===== src/rtl/booth_divider.sv =====
// Sequential signed restoring divider sharing the serial Booth multiplier's bus protocol:
// dividend then divisor on inbus, quotient then remainder on outbus qualified by done.
module booth_divider #(
    parameter int WIDTH = 8
) (
    input  logic             clk,
    input  logic             rst,
    input  logic             enable,
    input  logic [WIDTH-1:0] inbus,
    output logic             done,
    output logic [WIDTH-1:0] outbus,
    output logic             busy,
    output logic             dbz,
    output logic             ovf
);

    localparam int CW = $clog2(WIDTH) + 1;

    typedef enum logic [2:0] {
        S_IDLE,
        S_LOAD_M,
        S_ITER,
        S_FIX,
        S_OUT_Q,
        S_OUT_R
    } state_t;

    state_t           r_state;
    logic [WIDTH-1:0] r_a;
    logic [WIDTH-1:0] r_q;
    logic [WIDTH-1:0] r_m;
    logic [CW-1:0]    r_cnt;
    logic             r_sq;
    logic             r_sm;
    logic [WIDTH-1:0] r_dvd;
    logic [WIDTH-1:0] r_rem;
    logic             r_done;
    logic [WIDTH-1:0] r_outbus;
    logic             r_busy;
    logic             r_dbz;
    logic             r_ovf;

    logic [WIDTH-1:0] w_in_mag;
    logic [WIDTH:0]   w_a_sh;
    logic [WIDTH:0]   w_t;
    logic [WIDTH-1:0] w_a_nx;
    logic [WIDTH-1:0] w_q_nx;
    logic [WIDTH-1:0] w_quo;
    logic [WIDTH-1:0] w_rem;
    logic [WIDTH-1:0] w_min;
    logic [WIDTH-1:0] w_one;
    logic             w_ovf;

    // Magnitude of the most-negative value wraps to 2^(WIDTH-1), which is exact as unsigned.
    assign w_in_mag = inbus[WIDTH-1] ? -inbus : inbus;

    assign w_a_sh = {r_a, r_q[WIDTH-1]};
    assign w_t    = w_a_sh - {1'b0, r_m};
    assign w_a_nx = w_t[WIDTH] ? w_a_sh[WIDTH-1:0] : w_t[WIDTH-1:0];
    assign w_q_nx = {r_q[WIDTH-2:0], ~w_t[WIDTH]};

    assign w_quo = (r_sq ^ r_sm) ? -r_q : r_q;
    assign w_rem = r_sq ? -r_a : r_a;
    assign w_min = {1'b1, {(WIDTH-1){1'b0}}};
    assign w_one = {{(WIDTH-1){1'b0}}, 1'b1};
    assign w_ovf = (r_dvd == w_min) && r_sm && (r_m == w_one);

    always_ff @(posedge clk) begin
        if (rst) begin
            r_state  <= S_IDLE;
            r_a      <= '0;
            r_q      <= '0;
            r_m      <= '0;
            r_cnt    <= '0;
            r_sq     <= 1'b0;
            r_sm     <= 1'b0;
            r_dvd    <= '0;
            r_rem    <= '0;
            r_done   <= 1'b0;
            r_outbus <= '0;
            r_busy   <= 1'b0;
            r_dbz    <= 1'b0;
            r_ovf    <= 1'b0;
        end else begin
            case (r_state)
                S_IDLE: begin
                    if (enable) begin
                        r_q     <= w_in_mag;
                        r_sq    <= inbus[WIDTH-1];
                        r_dvd   <= inbus;
                        r_busy  <= 1'b1;
                        r_state <= S_LOAD_M;
                    end
                end
                S_LOAD_M: begin
                    if (inbus == '0) begin
                        r_dbz    <= 1'b1;
                        r_rem    <= r_dvd;
                        r_outbus <= '1;
                        r_done   <= 1'b1;
                        r_state  <= S_OUT_Q;
                    end else begin
                        r_m     <= w_in_mag;
                        r_sm    <= inbus[WIDTH-1];
                        r_a     <= '0;
                        r_cnt   <= '0;
                        r_state <= S_ITER;
                    end
                end
                S_ITER: begin
                    r_a   <= w_a_nx;
                    r_q   <= w_q_nx;
                    r_cnt <= r_cnt + CW'(1);
                    if (r_cnt == CW'(WIDTH - 1)) begin
                        r_state <= S_FIX;
                    end
                end
                S_FIX: begin
                    // Outputs are loaded one state early so done/outbus come straight from flops.
                    r_ovf    <= w_ovf;
                    r_rem    <= w_rem;
                    r_outbus <= w_quo;
                    r_done   <= 1'b1;
                    r_state  <= S_OUT_Q;
                end
                S_OUT_Q: begin
                    r_outbus <= r_rem;
                    r_state  <= S_OUT_R;
                end
                S_OUT_R: begin
                    r_done   <= 1'b0;
                    r_outbus <= '0;
                    r_busy   <= 1'b0;
                    r_dbz    <= 1'b0;
                    r_ovf    <= 1'b0;
                    r_state  <= S_IDLE;
                end
                default: begin
                    r_state <= S_IDLE;
                end
            endcase
        end
    end

    assign done   = r_done;
    assign outbus = r_outbus;
    assign busy   = r_busy;
    assign dbz    = r_dbz;
    assign ovf    = r_ovf;

endmodule


===== config.mk =====
export PLATFORM = sky130hd
export DESIGN_NAME = booth_divider
export DESIGN_NICKNAME = d
export VERILOG_FILES = /design/src/rtl/booth_divider.sv
export SDC_FILE = /design/constraint.sdc
export NUM_CORES = 1
export LEC_CHECK = 0
export CORE_MARGIN = 2
export CORE_UTILIZATION = 50
export DETAILED_ROUTE_END_ITERATION = 8
export PLACE_DENSITY = 0.79
export SETUP_SLACK_MARGIN = 0.5
export SLEW_MARGIN = 20
export SYNTH_ARGS = -nofsm -noshare
export SYNTH_HDL_FRONTEND = slang
export SYNTH_SLANG_ARGS = --single-unit
export TNS_END_PERCENT = 5

===== constraint.sdc =====
create_clock -name clk -period 4.65 [get_ports clk]
set_input_delay 0.93 -clock clk [delete_from_list [all_inputs] [get_ports clk]]
set_output_delay 0.93 -clock clk [all_outputs]
set_load 0.005 [all_outputs]

; After elaboration in Yosys (flattened, before gate mapping)
; Index checks and enable logic that the tools add are counted.
[totals]
reg_bits = 61
inputBits = 11
out_inout_bits = 12
[classes]
bitwise_logic = 3
add_sub_neg = 5
muxes = 24
eq_ne = 12
reduce_logical = 22
[ops]
columns = op, n
row1 = 8-bit two-way mux, 8
row2 = 8-bit case mux with 2 select lines, 3
row3 = 8-bit case mux with 4 select lines, 1
row4 = 8-bit negator, 3
row5 = 2-bit AND reduction, 10
row6 = 3-bit case mux with 5 select lines, 1
row7 = 2-bit nonzero test, 6
row8 = 3-bit two-way mux, 3
row9 = 9-bit by 8-bit subtractor with 9-bit output, 1
row10 = 8-bit by 1-bit equality test with 1-bit output (second input constant), 1
row11 = 8-bit equality test (second input constant), 1
row12 = 8-bit zero test, 1
row13 = 2-bit != test (second input constant), 4
row14 = 4-bit case mux with 2 select lines, 1
row15 = 3-bit by 2-bit equality test with 1-bit output (second input constant), 2
row16 = 3-bit equality test (second input constant), 2
row17 = 1-bit case mux with 2 select lines, 3
row18 = 4-bit by 1-bit adder with 4-bit output (second input constant), 1
row19 = 4-bit by 3-bit equality test with 1-bit output (second input constant), 1
row20 = 4-bit two-way mux, 1
row21 = 4-bit nonzero test, 1
row22 = 3-bit by 1-bit equality test with 1-bit output (second input constant), 1
row23 = 3-bit zero test, 1
row24 = 1-bit case mux with 3 select lines, 1
row25 = 5 further kinds, 8

; Logic depth before layout (Yosys ltp)
; Gate-level depths: netlist of the first run.
[logic_depth]
depth_word = 4
ltp_mapped = 10

; Worst setup path before layout of the first run
; No wires, ideal clock.
[synth_timing]
path_type = input port to flip-flop
startpoint = input inbus[2]
endpoint = register r_rem[7]
setup_ns = 0.071
slack_ns = 2.189
required_time_ns = 4.579
stages = 7
arrival_ns = 2.391
cell_sequence = or4_4 > nor4_4 > and2_1 > buf_4 > nor2_1 > a211o_1 > a21oi_1
[synth_between]
elab_chain_cells = 3
[synth_lines]
columns = item, line
row1 = from (decl), 9  ; input logic [WIDTH-1:0] inbus,
row2 = 8-bit zero test, 96  ; if (inbus == '0) begin
row3 = 2-bit != test (no source line), --
row4 = 2-bit AND reduction (no source line), --
row5 = to (signal assigned), 98  ; r_rem <= r_dvd;
row6 = to (signal assigned), 121  ; r_rem <= w_rem;
row7 = to (decl), 36  ; logic [WIDTH-1:0] r_rem;
; No other way between the ends.
; A chain may end at the register's enable or synchronous reset.

; Final worst setup path of the first run
[layout_timing]
startpoint = input inbus[2]
endpoint = register r_a[6]
[layout_between]
elab_chain_cells = 3
[layout_lines]
columns = item, line
row1 = 8-bit zero test, 96
row2 = 2-bit != test (no source line), --
row3 = 2-bit AND reduction (no source line), --
row4 = to (signal assigned), 111  ; r_a <= w_a_nx;
row5 = to (decl), 29  ; logic [WIDTH-1:0] r_a;
; No other way between the ends.

==> flow_metrics.py, run 1 <==
metrics = {
    "run_status": {
        "status": "complete, no violations",
    },
    "critical_path": {
        "reg2reg_slack_ns": 1.93,
        "worstPathArrival_ns": 3.30,
        "reg2reg_depth": 10,
        "worstReg2RegStart": "r_q[7]",
        "worst_setup_path_start_kind": "input port",
        "crit_path_end_kind": "register",
        "cp_max_fo": 11,
        "r2r_end": "r_a[7]",
        "required_ns": 4.91,
        "critPathKind": "in2reg",
    },
    "drt": {
        "firstDrtPassIters": 7,
        "drcViolationCount": 0,
        "drt.antenna.violating_nets": 0,
        "vias_per_cell": 6.04,
        "drt_wl_total_mm": 8.07,
        "drt_iter0_markers": 362,
        "wire_per_inst_um": 16.2,
        "vias": 3016,
    },
    "synth": {
        "synth_top_cell_by_area": "dfxtp_1",
        "synth.area.top_cells": "dfxtp_1 (37%), a21oi_1 (6.5%), nor2_1 (6.5%)",
        "synth_edf_count": 0,
        "synth_area_um2": 3250,
        "synth_top_flop_cell": "dfxtp_1",
        "ys_ff_latch": 60,
        "synth_nets": 428,
        "synthCells": 404,
        "synth_top_area_frac": 0.369,
        "postSynth.asyncResetShare": 0,
        "avgSynthCellArea_um2": 8.05,
        "synth_cell_types": 56,
        "yosysWarnings": 0,
        "ys_seq_area_frac": 0.369,
    },
    "global_route": {
        "grt_pass1_wl_mm": 13.3,
        "grt_pass1_vias": 2789,
        "antenna_found_initial": 0,
        "grt_max_degree": 58,
        "grtUsageTotal": 0.236,
        "overflow": 0,
    },
    "final_layout": {
        "drive_gt1_frac": 0.0616,
        "area_growth_syn_to_layout_pct": 14.0,
        "diodes": 0,
        "fillCellCount": 590,
        "seq_area_um2": 1200,
        "fin_nets": 441,
        "finalInstanceArea_um2": 3710,
        "final_util": 0.587,
        "multi_input_area_um2": 1900,
    },
    "min_path": {
        "min_from": "r_rem[1]",
        "holdCritPathClass": "reg2reg",
        "min_to": "r_rem[1]",
        "holdPathStages": 2,
    },
    "placed_design": {
        "hpwl_mm": 5.89,
        "place_congestion": 0.908,
        "placed_area_um2": 3490,
        "port_buffers": 22,
    },
    "pwr": {
        "power_mw": 1.46,
        "p_leak_nw": 1.36,
        "peakVddDrop_mv": 0.238,
        "power_density_nw_per_um2": 394,
    },
    "timing": {
        "slew_violations": 0,
        "hold_viol": 0,
        "maxSlewHeadroom": 0.307,
        "fmax_mhz": 329,
        "holdWs_ns": 0.484,
        "setup_viol": 0,
        "skew_ns": 0.00651,
        "fin_crit_sh": 0.653,
        "rsz0062_at_grt": "no",
        "fin_crit_ns": 3.04,
        "setup_tns_ns": 0,
        "tightest_slew_ns": 1.04,
    },
    "clocking": {
        "cts_sinks": 60,
        "clock_path_buffers": 2,
        "htree_levels": 3,
        "clkLatencyLatePin_ns": 0.35,
        "cts_tree": "built",
        "cts.repair.resized": 0,
        "clk_pin_slew_worst_paths_ns": 0.07,
        "cts-root-buf": "clkbuf_8",
        "hold_buffers": 0,
        "cts_buffers": 9,
        "post_cts_buffers": 0,
    },
    "die": {
        "die_area_um2": 7160,
        "die_h_um": 84.6,
        "num_rows": 29,
        "boundaryPins": 23,
        "initial_core_util": 0.515,
        "die-width_um": 84.6,
        "core-area_um2": 6310,
    },
    "job": {
        "cap_violations": 0,
    },
}
[worst max-delay path, stage by stage]
cell	delay, ns
clkdlybuf4s50_1	0.53
or4_4	0.62
nor4_4	0.29
and2b_1	0.37
nor3_4	0.38
nand2_1	0.09
o21ai_0	0.09
[flip-flops by register name, indices dropped and copies added, names as in the netlist]
name,cells
outbus,8
r_a,8
r_m,8
r_q,8
r_rem,8
r_dvd,7
r_cnt,4
r_state,3
busy,1
dbz,1
done,1
ovf,1
r_sm,1
r_sq,1
[routing by layer]
metal | vias up | share of wire | GRT usage
met3 | 21 | 0.070 | 0.0669
li1 | 1461 | - | -
met1 | 1425 | 0.44 | 0.304
met4 | 0 | 0.024 | 0.0765
met5 | - | 0 | 0
met2 | 109 | 0.47 | 0.382
[logic make-up after synthesis]
kind of cell / count (synthesis) / share of synthesized area
AND/OR/NAND/NOR: 155 / 0.226
flip-flops: 60 / 0.369
multiplexers: 9 / 0.0277
AO/OA/AOI/OAI: 104 / 0.210
adder cells (fa/ha/maj): 13 / 0.0523
XOR/XNOR: 24 / 0.0669
buffers and inverters: 39 / 0.0473
[stage by stage]
stage	worst slack, ns	instances
5_1_grt	1.45	499
3_5_place_dp	1.27	483
4_1_cts	1.64	499
2_1_floorplan	2.19	404
6_report	1.61	499
3_3_place_gp	1.40	483
[placed cells by master (no fill, tap or decap), drive strengths merged, types with 5 or more instances in the layout]
master and instances:
a2111oi 9, a21oi 42, a222oi 5, a22oi 7
clkbuf 11, clkdlybuf4s50 21, dfxtp 60, ha 12
inv 17, mux2i 9, nand2 53, nand2b 8
nor2 56, nor3 12, nor4 6, o21ai 16
xnor2 18, xor2 6
[worst max-delay path by stage]
stage                    end  cells past startpoint     start  slack (ns)
global placement      r_a[0]                      6  inbus[2]        1.40
global route          r_a[6]                      7  inbus[2]        1.45
floorplan           r_rem[7]                      7  inbus[2]        2.19
CTS                   r_a[6]                      7  inbus[2]        1.64
detailed placement    r_a[6]                      7  inbus[2]        1.27
finish                r_a[6]                      7  inbus[2]        1.61
[power breakdown]
group | total [mW] | internal, mW | switching, mW
logic | 0.350 | 0.151 | 0.199
clock network | 0.518 | 0.314 | 0.204
registers | 0.591 | 0.549 | 0.0427
total | 1.46 | 1.01 | 0.446
[synth_stat cells, drive strengths merged, types with 5 or more instances]
library cell,number
nor2,56
nand2,53
clkbuf,16
inv,17
ha,12
xnor2,18
nand2b,8
dfxtp,60
a2111oi,9
a222oi,5
xor2,6
buf,5
a21oi,42
nor4,6
nor3,12
o21ai,16
a22oi,7
mux2i,9
[cell type report]
class,count,area share
multi-input cells,305,0.513
flip-flops and latches,60,0.324
repair buffers,23,0.0601
clock buffers,11,0.0381
well taps,77,0.0260
clock inverters,5,0.0202
inverters,18,0.0182
(Power assumes the default switching activity.)
==> run 2: changes to the inputs <==
--- a/config.mk
+++ b/config.mk
@@ -8,7 +8,7 @@
 export CORE_MARGIN = 2
 export CORE_UTILIZATION = 50
 export DETAILED_ROUTE_END_ITERATION = 8
-export PLACE_DENSITY = 0.79
+export PLACE_DENSITY = 0.81
 export SETUP_SLACK_MARGIN = 0.5
 export SLEW_MARGIN = 20
 export SYNTH_ARGS = -nofsm -noshare
==> constraint.sdc (replaced) <==
create_clock -name clk -period 2.7 [get_ports clk]
set_input_delay 0.54 -clock clk [delete_from_list [all_inputs] [get_ports clk]]
set_output_delay 0.54 -clock clk [all_outputs]
set_load 0.005 [all_outputs]
==> run 2 against run 1 <==
Net effect: first-iteration DRC count down 23%; clock-buffer cell count down 1; die area unchanged; non-clock buffer count up 26; largest cell class unchanged; clock skew up 0.0031 ns; sequential share of layout area down 2.1 points; via count up 2.1%; total power up 81%; setup slack worse by 1.3 ns; global-route usage up 1.4 points; register-to-register slack worse by 1.6 ns; flip-flop and latch count unchanged.
==> flow_metrics.py, run 2 (synthesis results as in run 1) <==
metrics = {
    "clocking": {
        "cts-root-buf": "clkbuf_8",
        "clock_path_buffers": 2,
        "hold_buffers": 0,
        "clk_pin_slew_worst_paths_ns": 0.07,
        "clkLatencyLatePin_ns": 0.35,
        "cts_sinks": 60,
        "htree_levels": 3,
        "cts_tree": "built",
        "cts_buffers": 9,
    },
    "timing": {
        "tightest_slew_ns": 0.781,
        "setup_viol": 0,
        "fin_crit_sh": 0.890,
        "slew_violations": 0,
        "finalWorstSetupSlack_ns": 0.298,
        "rsz0062_at_grt": "yes",
        "maxSlewHeadroom": 0.480,
        "fmax_mhz": 416,
        "setup_tns_ns": 0,
        "fin_crit_ns": 2.40,
        "hold_viol": 0,
        "skew_ns": 0.00957,
    },
    "global_route": {
        "grt_max_degree": 44,
        "antenna_found_initial": 0,
        "grtUsageTotal": 0.250,
        "overflow": 0,
        "grt_pass1_wl_mm": 14.2,
        "grt_pass1_vias": 2937,
    },
    "critical_path": {
        "cpMaxStageDelayCell": "or4b_1",
        "cp_cell_sequence": "inv_2 > ha_4 > inv_2 > fa_2 > a211oi_4 > nor2_2 > a41oi_2 > xnor2_4 > or4b_1 > nand3_1",
        "cp_common_cell": "inv_2",
        "worstPathArrival_ns": 2.68,
        "required_ns": 2.98,
        "worst_setup_path_start_kind": "register",
        "cp_max_fo": 5,
        "crit_buf_inv": 2,
        "critPathKind": "reg2reg",
        "crit_path_end_kind": "register",
        "max_stage_delay_ns": 0.48,
        "critPathTopFamily": "simple AND/OR/NAND/NOR gates",
    },
    "final_layout": {
        "layout_commonest_cell": "dfxtp_1",
        "finalNonFillerCells": 525,
        "finalInstanceArea_um2": 3970,
        "fin_nets": 467,
        "diodes": 0,
        "layout_common_cells": "dfxtp_1 (58), nor2_1 (55), nand2_1 (52)",
        "area_growth_syn_to_layout_pct": 22.0,
        "drive_gt1_frac": 0.138,
    },
    "drt": {
        "firstDrtPassIters": 5,
        "drt_iter0_markers": 277,
        "drt_wl_total_mm": 8.69,
        "vias": 3080,
        "wire_per_inst_um": 16.5,
        "drcViolationCount": 0,
        "drt.antenna.violating_nets": 0,
        "vias_per_cell": 5.87,
    },
    "placed_design": {
        "place_congestion": 0.907,
        "preCtsSetupSlack_ns": -0.0231,
        "dp.cells": 499,
        "hpwl_mm": 6.23,
        "port_buffers": 22,
        "placed_area_um2": 3640,
    },
    "pwr": {
        "p_leak_nw": 1.49,
        "clockPowerShare": 0.312,
        "peakVddDrop_mv": 0.406,
        "p_int_mw": 1.79,
        "p_sw_mw": 0.849,
        "power_density_nw_per_um2": 665,
        "seq_power_share": 0.387,
        "switching_share": 0.322,
        "power_mw": 2.64,
        "p_comb_frac": 0.302,
    },
    "die": {
        "die_h_um": 84.6,
        "core-area_um2": 6310,
        "boundaryPins": 23,
        "die_area_um2": 7160,
        "initial_core_util": 0.515,
        "die-width_um": 84.6,
        "num_rows": 29,
    },
    "run_status": {
        "status": "complete, no violations",
    },
    "min_path": {
        "holdCritPathClass": "reg2reg",
    },
    "job": {
        "cap_violations": 0,
    },
}
==> run 2: metal layers <==
| metal | vias to the layer above | track usage | wire length (µm) |
|---|---|---|---|
| met5 | - | 0 | 0 |
| met4 | 0 | 0.130 | 258 |
| met3 | 22 | 0.0354 | 326 |
| met2 | 96 | 0.407 | 4210 |
| met1 | 1451 | 0.322 | 3890 |
| li1 | 1511 | - | - |
==> run 2: layout make-up <==
class | count | area (µm²)
Tap cell | 77 | 96.3
Clock buffer | 10 | 138
Sequential cell | 60 | 1200
Multi-Input combinational cell | 305 | 1950
Inverter | 18 | 67.6
Timing Repair Buffer | 49 | 447
Clock inverter | 6 | 63.8
Fill cell | 558 | 2350
==> run 2: what timing repair did <==
item | 4_1_cts | 5_1_grt
pin swaps | 8 | 7
setup buffers | 9 | 1
hold endpoints to repair | 0 | 0
resized for setup | 7 | 5
endpoints found under the setup margin | 32 | 37
==> run 2: power by group through the flow <==
stage	registers (mW)	logic [mW]	clock network, mW
floorplan	1.00	0.492	0
global route	1.03	0.867	0.868
finish	1.02	0.795	0.822
CTS	1.02	0.749	0.827
detailed placement	1.04	0.649	0
global placement	1.03	0.631	0
==> run 2: path summary, 6_finish.rpt <==
| path | endpoint | start | cells after the start | slack [ns] |
|---|---|---|---|---|
| worst max-delay path | r_a[7] | r_q[7] | 10 | 0.30 |
| worst min-delay path | dbz | dbz | 2 | 0.48 |
| worst max register to register | r_a[7] | r_q[7] | 10 | 0.30 |
| worst min register to register | dbz | dbz | 2 | 0.48 |
==> run 2: tightest hold or removal path, cell delays in order (launching register included) <==
cell,delay [ns]
dfxtp_1,0.31
o21ai_0,0.06
a21oi_1,0.06
==> run 2: per-stage QoR <==
stage                util  hold slack (ns)
finish              0.628            0.478
global route        0.628            0.496
CTS                 0.625            0.480
global placement    0.577            0.474
detailed placement  0.577            0.470
floorplan               -            0.449
==> run 3: changes to the inputs <==
--- a/config.mk
+++ b/config.mk
@@ -6,9 +6,9 @@
 export NUM_CORES = 1
 export LEC_CHECK = 0
 export CORE_MARGIN = 2
-export CORE_UTILIZATION = 50
+export CORE_UTILIZATION = 53
 export DETAILED_ROUTE_END_ITERATION = 8
-export PLACE_DENSITY = 0.81
+export PLACE_DENSITY = 0.85
 export SETUP_SLACK_MARGIN = 0.5
 export SLEW_MARGIN = 20
 export SYNTH_ARGS = -nofsm -noshare
==> run 3 against run 2 <==
Net effect: setup slack lost 0.0096 ns; sequential share of layout area is essentially flat; die area shrank 5.4%.
==> flow_metrics.py, run 3 (synthesis results as in run 1) <==
metrics = {
    "job": {
        "cap_violations": 0,
    },
    "die": {
        "core-area_um2": 5920,
        "die-width_um": 82.3,
        "die_area_um2": 6780,
        "die_h_um": 82.3,
        "num_rows": 28,
        "initial_core_util": 0.549,
        "boundaryPins": 23,
    },
    "clocking": {
        "cts_buffers": 9,
        "clock_path_buffers": 2,
        "htree_levels": 3,
        "cts_sinks": 60,
        "hold_buffers": 0,
        "cts_tree": "built",
        "clkLatencyLatePin_ns": 0.35,
        "clk_pin_slew_worst_paths_ns": 0.07,
        "cts-root-buf": "clkbuf_8",
    },
    "final_layout": {
        "diodes": 0,
        "area_growth_syn_to_layout_pct": 22.1,
        "final_util": 0.671,
        "layout_commonest_cell": "dfxtp_1",
        "layout_common_cells": "dfxtp_1 (58), nor2_1 (54), nand2_1 (52)",
        "finalInstanceArea_um2": 3970,
        "fin_nets": 467,
        "drive_gt1_frac": 0.150,
    },
    "timing": {
        "hold_viol": 0,
        "skew_ns": 0.00762,
        "holdWs_ns": 0.490,
        "fin_crit_ns": 2.41,
        "setup_tns_ns": 0,
        "maxSlewHeadroom": 0.535,
        "rsz0062_at_grt": "yes",
        "setup_viol": 0,
        "fmax_mhz": 415,
        "slew_violations": 0,
        "tightest_slew_ns": 0.697,
        "fin_crit_sh": 0.893,
    },
    "min_path": {
        "min_from": "done",
        "holdCritPathClass": "reg2reg",
        "min_to": "done",
        "holdPathStages": 2,
    },
    "critical_path": {
        "critPathKind": "reg2reg",
        "required_ns": 2.92,
        "worstPathArrival_ns": 2.63,
        "r2r_end": "r_a[5]",
        "worstReg2RegStart": "r_q[7]",
        "reg2reg_depth": 11,
        "worst_setup_path_start_kind": "register",
        "cp_max_fo": 6,
        "reg2reg_slack_ns": 0.29,
        "crit_path_end_kind": "register",
    },
    "global_route": {
        "grtUsageTotal": 0.277,
        "antenna_found_initial": 0,
        "grt_max_degree": 36,
        "grt_use_met2": 0.442,
        "grt_pass1_vias": 2939,
        "use_met3": 0.0543,
        "overflow": 0,
        "grt_pass1_wl_mm": 14.0,
        "grt_most_used_layer": "met2",
        "grtUsageMet1": 0.360,
    },
    "placed_design": {
        "hpwl_mm": 6.28,
        "port_buffers": 22,
        "placed_area_um2": 3630,
        "place_congestion": 0.920,
    },
    "drt": {
        "vias": 3293,
        "wire_per_inst_um": 17.4,
        "vias_per_cell": 6.30,
        "drt.antenna.violating_nets": 0,
        "drcViolationCount": 0,
        "firstDrtPassIters": 6,
        "drt_iter0_markers": 458,
        "drt_wl_total_mm": 9.08,
    },
    "pwr": {
        "peakVddDrop_mv": 0.386,
        "p_leak_nw": 1.51,
        "power_density_nw_per_um2": 663,
        "power_mw": 2.63,
    },
    "run_status": {
        "status": "complete, no violations",
    },
}
## run 3: changes by cell type in the layout (fill, tap and decap cells not counted), sizes merged
cell           delta
clkdlybuf4s50     -3
dlymetal6s2s      +3
clkbuf            -1
clkinvlp          +1
## run 3: metal layers
layer  up-vias  part of all wire
li1       1518                 -
met2       185              0.48
met1      1564              0.42
met5         -                 0
met3        26             0.077
met4         0             0.027
## run 3: area by class of cell
type / count / area, µm²
fillers: 463 / 1950
inverters: 18 / 67.6
flip-flops and latches: 60 / 1200
clock inverters: 7 / 67.6
multi-input cells: 305 / 1980
repair buffers: 49 / 437
clock buffers: 9 / 124
well taps: 75 / 93.8
## run 3: timing repair
| action | in CTS | in global routing |
|---|---|---|
| setup buffers | 7 | 3 |
| setup endpoints to repair | 25 | 39 |
| gates resized for setup | 8 | 18 |
| pin swaps | 8 | 13 |
| gates cloned | 0 | 0 |
| endpoints found under the hold margin | 0 | 0 |
## run 3: worst max-delay path, stage by stage (launching register included)
cell,delay (ns)
dfxtp_2,0.33
inv_2,0.08
ha_4,0.14
inv_2,0.03
fa_2,0.37
a211oi_4,0.28
nor2_2,0.08
a41oi_2,0.27
xnor2_4,0.21
buf_4,0.19
mux2i_1,0.19
o21ai_0,0.12
## run 3: how the worst max path moves through the flow
stage | from | endpoint | slack (ns) | cells after the start
2_1_floorplan | r_q[7] | r_a[7] | 0.39 | 10
3_3_place_gp | inbus[2] | r_a[0] | 0.09 | 6
3_5_place_dp | inbus[2] | outbus[2] | 0.02 | 7
4_1_cts | r_q[7] | r_a[7] | 0.33 | 10
5_1_grt | r_q[7] | r_a[5] | 0.24 | 11
6_report | r_q[7] | r_a[5] | 0.29 | 11
## run 3: power breakdown
group	internal (mW)	switching, mW
sequential	0.945	0.0762
combinational	0.390	0.420
clock	0.420	0.381
total	1.75	0.877
## run 3: per-stage QoR
stage | setup slack (ns) | std cells
2_1_floorplan | 0.391 | 404
3_3_place_gp | 0.0878 | 497
3_5_place_dp | 0.0218 | 497
4_1_cts | 0.325 | 520
5_1_grt | 0.245 | 523
6_report | 0.288 | 523
